===== src/rtl/mesh_loader.sv =====
// Streams a mesh (header, vertices, faces) into the object RAM and publishes its counts.
// Optional build macro MESH_LOADER_IDX_CHECK_EN rejects face indices >= vertex_count.
module mesh_loader #(
    parameter int ADDR_W           = 9,
    parameter int RAM_DEPTH        = 512,
    parameter int WORDS_PER_VERTEX = 3,
    parameter int WORDS_PER_FACE   = 3
) (
    input  logic              clk,
    input  logic              rst,
    input  logic              start,
    input  logic [31:0]       s_data,
    input  logic              s_valid,
    output logic              s_ready,
    output logic              ram_en,
    output logic [ADDR_W-1:0] ram_a,
    output logic [3:0]        ram_we,
    output logic [31:0]       ram_di,
    output logic [31:0]       vertex_count,
    output logic [31:0]       face_count,
    output logic              busy,
    output logic              done,
    output logic              error
);

    typedef enum logic [2:0] {
        IDLE,
        HDR_V,
        HDR_F,
        CHECK,
        VERTS,
        FACES,
        DONE,
        ERR
    } state_t;

    state_t            state_q;
    logic [ADDR_W-1:0] cnt_q;
    logic              s_ready_q;
    logic              ram_en_q;
    logic [ADDR_W-1:0] ram_a_q;
    logic [3:0]        ram_we_q;
    logic [31:0]       ram_di_q;
    logic [31:0]       vertex_count_q;
    logic [31:0]       face_count_q;
    logic              busy_q;
    logic              done_q;
    logic              error_q;

    logic [34:0]       vert_words_d;
    logic [34:0]       total_d;
    logic [34:0]       next_cnt_d;
    logic              xfer_d;
    logic              idx_bad_d;

    // Counts are stable from CHECK until the next start, so the word totals stay valid all load long.
    always_comb begin
        vert_words_d = 35'(WORDS_PER_VERTEX) * {3'b0, vertex_count_q};
        total_d      = vert_words_d + 35'(WORDS_PER_FACE) * {3'b0, face_count_q};
        next_cnt_d   = 35'(cnt_q) + 35'd1;
        xfer_d       = s_valid && s_ready_q;
    end

`ifdef MESH_LOADER_IDX_CHECK_EN
    assign idx_bad_d = (s_data >= vertex_count_q);
`else
    assign idx_bad_d = 1'b0;
`endif

    always_ff @(posedge clk) begin
        if (rst) begin
            state_q        <= IDLE;
            cnt_q          <= '0;
            s_ready_q      <= 1'b0;
            ram_en_q       <= 1'b0;
            ram_a_q        <= '0;
            ram_we_q       <= 4'h0;
            ram_di_q       <= '0;
            vertex_count_q <= '0;
            face_count_q   <= '0;
            busy_q         <= 1'b0;
            done_q         <= 1'b0;
            error_q        <= 1'b0;
        end else begin
            // NOTE: default non-blocking assignments first; a later one in the same block wins, so writes are one-cycle pulses.
            ram_en_q <= 1'b0;
            ram_we_q <= 4'h0;

            case (state_q)
                IDLE, DONE, ERR: begin
                    if (start) begin
                        state_q   <= HDR_V;
                        cnt_q     <= '0;
                        s_ready_q <= 1'b1;
                        busy_q    <= 1'b1;
                        done_q    <= 1'b0;
                        error_q   <= 1'b0;
                    end
                end
                HDR_V: begin
                    if (xfer_d) begin
                        vertex_count_q <= s_data;
                        state_q        <= HDR_F;
                    end
                end
                HDR_F: begin
                    if (xfer_d) begin
                        face_count_q <= s_data;
                        state_q      <= CHECK;
                        s_ready_q    <= 1'b0;
                    end
                end
                CHECK: begin
                    if (vertex_count_q == '0 || face_count_q == '0 ||
                        total_d > 35'(RAM_DEPTH)) begin
                        state_q <= ERR;
                        busy_q  <= 1'b0;
                        error_q <= 1'b1;
                    end else begin
                        state_q   <= VERTS;
                        s_ready_q <= 1'b1;
                    end
                end
                VERTS, FACES: begin
                    if (xfer_d) begin
                        if (state_q == FACES && idx_bad_d) begin
                            state_q   <= ERR;
                            s_ready_q <= 1'b0;
                            busy_q    <= 1'b0;
                            error_q   <= 1'b1;
                        end else begin
                            ram_en_q <= 1'b1;
                            ram_we_q <= 4'hF;
                            ram_a_q  <= cnt_q;
                            ram_di_q <= s_data;
                            cnt_q    <= cnt_q + 1'b1;
                            if (state_q == VERTS && next_cnt_d == vert_words_d) begin
                                state_q <= FACES;
                            end
                            if (state_q == FACES && next_cnt_d == total_d) begin
                                state_q   <= DONE;
                                s_ready_q <= 1'b0;
                                busy_q    <= 1'b0;
                                done_q    <= 1'b1;
                            end
                        end
                    end
                end
                default: state_q <= IDLE;
            endcase
        end
    end

    assign s_ready      = s_ready_q;
    assign ram_en       = ram_en_q;
    assign ram_a        = ram_a_q;
    assign ram_we       = ram_we_q;
    assign ram_di       = ram_di_q;
    assign vertex_count = vertex_count_q;
    assign face_count   = face_count_q;
    assign busy         = busy_q;
    assign done         = done_q;
    assign error        = error_q;

endmodule


===== config.mk =====
export PLATFORM = sky130hd
export DESIGN_NAME = mesh_loader
export DESIGN_NICKNAME = d
export VERILOG_FILES = /design/src/rtl/mesh_loader.sv
export SDC_FILE = /design/constraint.sdc
export NUM_CORES = 1
export LEC_CHECK = 0
export CAP_MARGIN = 20
export CORE_MARGIN = 2
export CORE_UTILIZATION = 40
export DETAILED_ROUTE_END_ITERATION = 10
export MAX_ROUTING_LAYER = met4
export SLEW_MARGIN = 40
export SYNTH_ARGS = -nofsm -noshare
export SYNTH_HDL_FRONTEND = slang
export SYNTH_SLANG_ARGS = --single-unit

===== constraint.sdc =====
create_clock -name clk -period 8.3 [get_ports clk]
set_input_delay 0.83 -clock clk [delete_from_list [all_inputs] [get_ports clk]]
set_output_delay 0.83 -clock clk [all_outputs]
set_load 0.02 [all_outputs]

* After elaboration in Yosys (flattened, before gate mapping)
Cells that the tools add are included.
Storage, ports and cells: bits in registers 126, input port bits 36, word-level logic and storage cells 87, output and inout bits 114
Operators by class: $add $sub $neg 3, bitwise gates (word level) 1, $mul 2, reduce and logical (&&, ||, !) cells 24, multiplexer cells 27, equal/unequal tests 17, magnitude comparators 1
Operators by type and width (count):
- $mul A2 B32 Y34 const A | 2
- $logic_not A32 Y1 | 2
- $add A34 B34 Y35 | 1
- $eq A10 B35 Y1 | 1
- $gt A35 B10 Y1 const B | 1
- $eq A10 B34 Y1 | 1
- $mux W3 | 6
- $mux W9 | 2
- $pmux W9 S2 | 1
- $pmux W3 S5 | 1
- $ne A2 B2 Y1 const B | 7
- $eq A3 B3 Y1 const B | 4
- $mux W1 | 11
- $add A9 B1 Y10 const B | 1
- $reduce_and A5 Y1 | 2
- $add A9 B1 Y9 const B | 1
- $eq A3 B2 Y1 const B | 2
- $reduce_and A2 Y1 | 3
- $reduce_and A3 Y1 | 2
- $reduce_and A6 Y1 | 1
- $mux W4 | 1
- $pmux W1 S2 | 2
- $pmux W1 S4 | 1
- $reduce_and A4 Y1 | 1
- other kinds (13) | 18

* Logic depth before layout (Yosys ltp)
word-level depth 7, depth in mapped cells 27, mapped depth without buffers 26

* Worst setup path after synthesis
Ideal clock, no wire load.
kind reg-to-reg, start point reg vertex_count_q[2] (netlist: vertex_count[2]), end point reg state_q[0], clock period less this slack 5.859 ns, setup time 0.103 ns, slack 2.441 ns, stages on the path, launching flop included 25, data required time 8.197 ns, data arrival time 5.756 ns, path buffers 1, cell sequence dfxtp_1 > inv_1 > ha_1 > nor2b_1 > o31a_1 > or3_1 > a31o_2 > nand4_1 > a211oi_1 > a2111oi_0 > fa_1 > inv_1 > ha_1 > nand4_1 > nor3_1 > o211ai_1 > o211ai_1 > nor4_1 > mux2_2 > nor4_1 > and4b_1 > clkbuf_1 > a21o_2 > a22oi_2 > a2111oi_2
On the way: word-level cells in the longest chain between the ends 7, elaborated cells between the ends (all ways) 16, classes of those cells add/sub (1); mul (1); order compare (1); eq/ne (3); mux (4); reduce/logical (6)
Ends and longest elaborated chain:
- start, declared | RTL line 44 | logic [31:0] vertex_count_q;
- start signal, assigned | RTL line 102 | vertex_count_q <= s_data;
- parallel branches: the longest is 7 deep, another holds $add A34 B34 Y35
- end signal, assigned | RTL line 92 | state_q <= HDR_V;
- end signal, assigned | RTL line 127 | state_q <= ERR;
- end signal, assigned | RTL line 141 | state_q <= DONE;
- end, declared | RTL line 37 | state_t state_q;
Parallel ways; which one is timed is not known. The select of a mux whose other input is x is not followed. A chain may end at the register's enable or synchronous reset.

* Worst setup path in the final report
Ends and elaborated chain as after synthesis.

==> qor.yml <==
status:
  outcome: "complete, no violations"
synth:
  ys_seq_elements: 122
  synth_area_sq_um: 10500
  async_reset_ff_share_pct: 0
  syn_avg_cell_area_sq_um: 7.41
  syn_inst: 1416
  yosysTopAreaCell: "dfxtp_1"
  yosysUniqueCellTypes: 80
  yosys-top-cells-area: "dfxtp_1, ha_1, nand2_1"
  synth_edf_count: 0
  seq_area_frac_synth_pct: 23.3
  netlist.area_leader.share_pct: 23.3
  synth-main-ff-cell: "dfxtp_1"
  ys_warn_count: 0
  synth_nets: 1586
timing:
  slew_violations: 0
  setup-tns-final_ns: 0
  max_slew_margin_pct: 40.2
  finClkSkew_ns: 0.00967
  timing.final.crit_period_ns: 6.96
  worst_pin_slew_ns: 0.895
  finalSetupViolations: 0
  fin_crit_sh_pct: 83.8
  hold_viol_final: 0
  rsz0062_at_grt: "false"
  setup_ws_ns: 1.34
  fmax_mhz: 144
cts:
  cts_tree: "yes"
  cts-buffers-inserted: 17
  root_buffer: "clkbuf_16"
  cts.clk_slew.worst_paths_ns: 0.06
  numClockSinks: 122
  cts_hold_buf: 0
  postCtsSetupRepairBufs: 0
  cts_max_path_buffers: 2
  clk_latency_ns: 0.42
  cts_resized: 0
  htreeDepth: 4
layout:
  final_cell_mix: "nand2_1, a21oi_1, clkdlybuf4s50_1"
  n_antenna_cell: 0
  fin_util_pct: 49.4
  layout-drive-gt1-share_pct: 4.74
  fin_nets: 1697
  area_growth_pct: 21.9
  fillCellCount: 2586
  final_common_cell: "nand2_1"
worst_setup_path:
  start_kind: "flip-flop"
  path_cells: "inv_1 -> ha_1 -> nor2b_1 -> o31a_1 -> or3_1 -> a31o_2 -> nand4_1 -> a211oi_1 -> a2111oi_1 -> fa_1 -> inv_1 -> ha_1 -> a21oi_1 -> o21ai_0 -> a41o_1 -> a221oi_1 -> nand4b_1 -> nor4_1 -> nand3b_1 -> and4b_1 -> a21o_2 -> a22oi_2 -> a2111oi_2"
  path_max_fanout: 7
  critPathMaxStageDelay_ns: 0.82
  cp.arrival_ns: 7.27
  worstSetupEndpointType: "flip-flop"
  critical_path_buf_inv_count: 2
  worst_ep_required_time_ns: 8.62
  cp_top_family: "compound AO/OA/AOI/OAI gates"
  startpoint: "vertex_count[2]"
  reg2reg_from: "vertex_count[2]"
  cp_slowest_cell: "a2111oi_1"
  critical_path_class: "flip-flop to flip-flop"
hold_path:
  worstHoldStart: "ram_di[23]"
  hold_path.class: "flip-flop to flip-flop"
route:
  first_iter_violations: 771
  vias: 10200
  drc: 0
  firstDrtPassIters: 5
  ant_nets: 0
  drt-total-wl_mm: 35.1
  viasPerCell: 5.46
  wire_per_inst_um: 18.7
floorplan:
  pin_count: 150
  start_util_pct: 40.5
  core.rowCount: 59
  core_sq_um: 25900
  die_w_um: 166
  die_area_sq_um: 27500
  die_h_um: 166
power_and_ir_drop:
  powerDensity_nw_per_um2: 162
  leakage_nw: 5.20
  irDropWorstVdd_v: 0.000147
global_routing:
  grt_pass1_wl_mm: 54.5
  grt_pass1_vias: 9706
  grt_overflow: 0
  antenna_found_initial: 0
  grt_usage_pct: 25.6
  grt_max_degree: 70
place:
  port-buffer-count: 149
  place_ws_ns: 1.59
  dpl.hpwl_mm: 28.0
  gp_congestion: 0.958
run:
  maxCapViolCount: 0
[path summary, 6_finish.rpt]
path / end / slack [ns] / cells past startpoint
worst min-delay path: ram_di[23] / 0.45 / 2
worst max-delay path: state_q[0] / 1.34 / 23
worst min register to register: ram_di[23] / 0.45 / 2
worst max register to register: state_q[0] / 1.34 / 23
[sequential cells by signal (all words and copies together), names as in the netlist]
name / cells
ram_di: 32
done: 1
face_count: 32
cnt_q: 9
ram_a: 9
vertex_count: 32
ram_we: 1
error: 1
state_q: 3
s_ready: 1
busy: 1
[metal layers]
metal  up-vias  routed length, um  GRT usage [%]
met5         -                  0              -
met4         0                523           5.18
met3        32               1570           4.08
met1      4903              17500           36.1
li1       5053                  -              -
met2       235              15600           38.7
[kinds of logic after synthesis]
logic type,after synthesis,share of synthesized area (%)
xor+xnor,68,5.95
fa+ha+maj,134,18.3
compound gates,365,21.4
flops,122,23.3
simple gates,509,22.4
mux,9,0.882
buf+inv,209,7.67
[final cells by class]
class	instances	area, sq um	share of cell area, %
Clock inverter	14	138	1.08
Sequential cell	122	2440	19.1
Tap cell	335	419	3.28
Multi-Input combinational cell	1085	7280	56.9
Clock buffer	17	425	3.33
Inverter	147	552	4.31
Timing Repair Buffer	154	1530	12.0
[through the flow]
step                area, sq um  total power [mW]  hold WS, ns  instances
finish                    12800              2.08        0.453       1874
global route              12800              2.17        0.471       1874
CTS                       12800              2.08        0.454       1874
detailed placement        12200              1.35        0.447       1843
global placement          12200              1.34        0.442       1842
floorplan                 10500              1.11        0.457       1416
[tightest hold or removal path, stage by stage (launching register included)]
cell	delay, ns
dfxtp_1	0.30
nand2_1	0.05
a21oi_1	0.05
[power by group]
group,leakage (nW),total [mW],switching (mW),internal [mW]
Clock,0.265,0.725,0.308,0.417
Combinational,3.95,0.686,0.427,0.259
Sequential,0.984,0.664,0.0488,0.615
Total,5.20,2.08,0.784,1.29
[synthesized netlist by cell type, types with 4 or more instances]
library cell and number:
or3_1 11, nor2_1 55, nand2b_1 12, a21oi_1 193, a211oi_1 9, inv_1 147, nand4b_1 5, xnor2_1 40
nand4_1 19, nor3_1 17, nand2_1 289, dfxtp_1 122, o21ai_0 45, fa_1 33, ha_1 101, and2_1 13
a21boi_0 4, a31oi_1 12, a21o_1 22, xor2_1 26, nor2b_1 6, a31o_2 5, nor4_1 12, o211ai_1 10
and3_1 18, buf_4 5, o221ai_1 4, or2_2 7, a211o_1 4, nand3_1 23, clkbuf_1 56, mux2i_1 7
o21a_1 9
No activity file was read; power rests on OpenSTA's default activity.
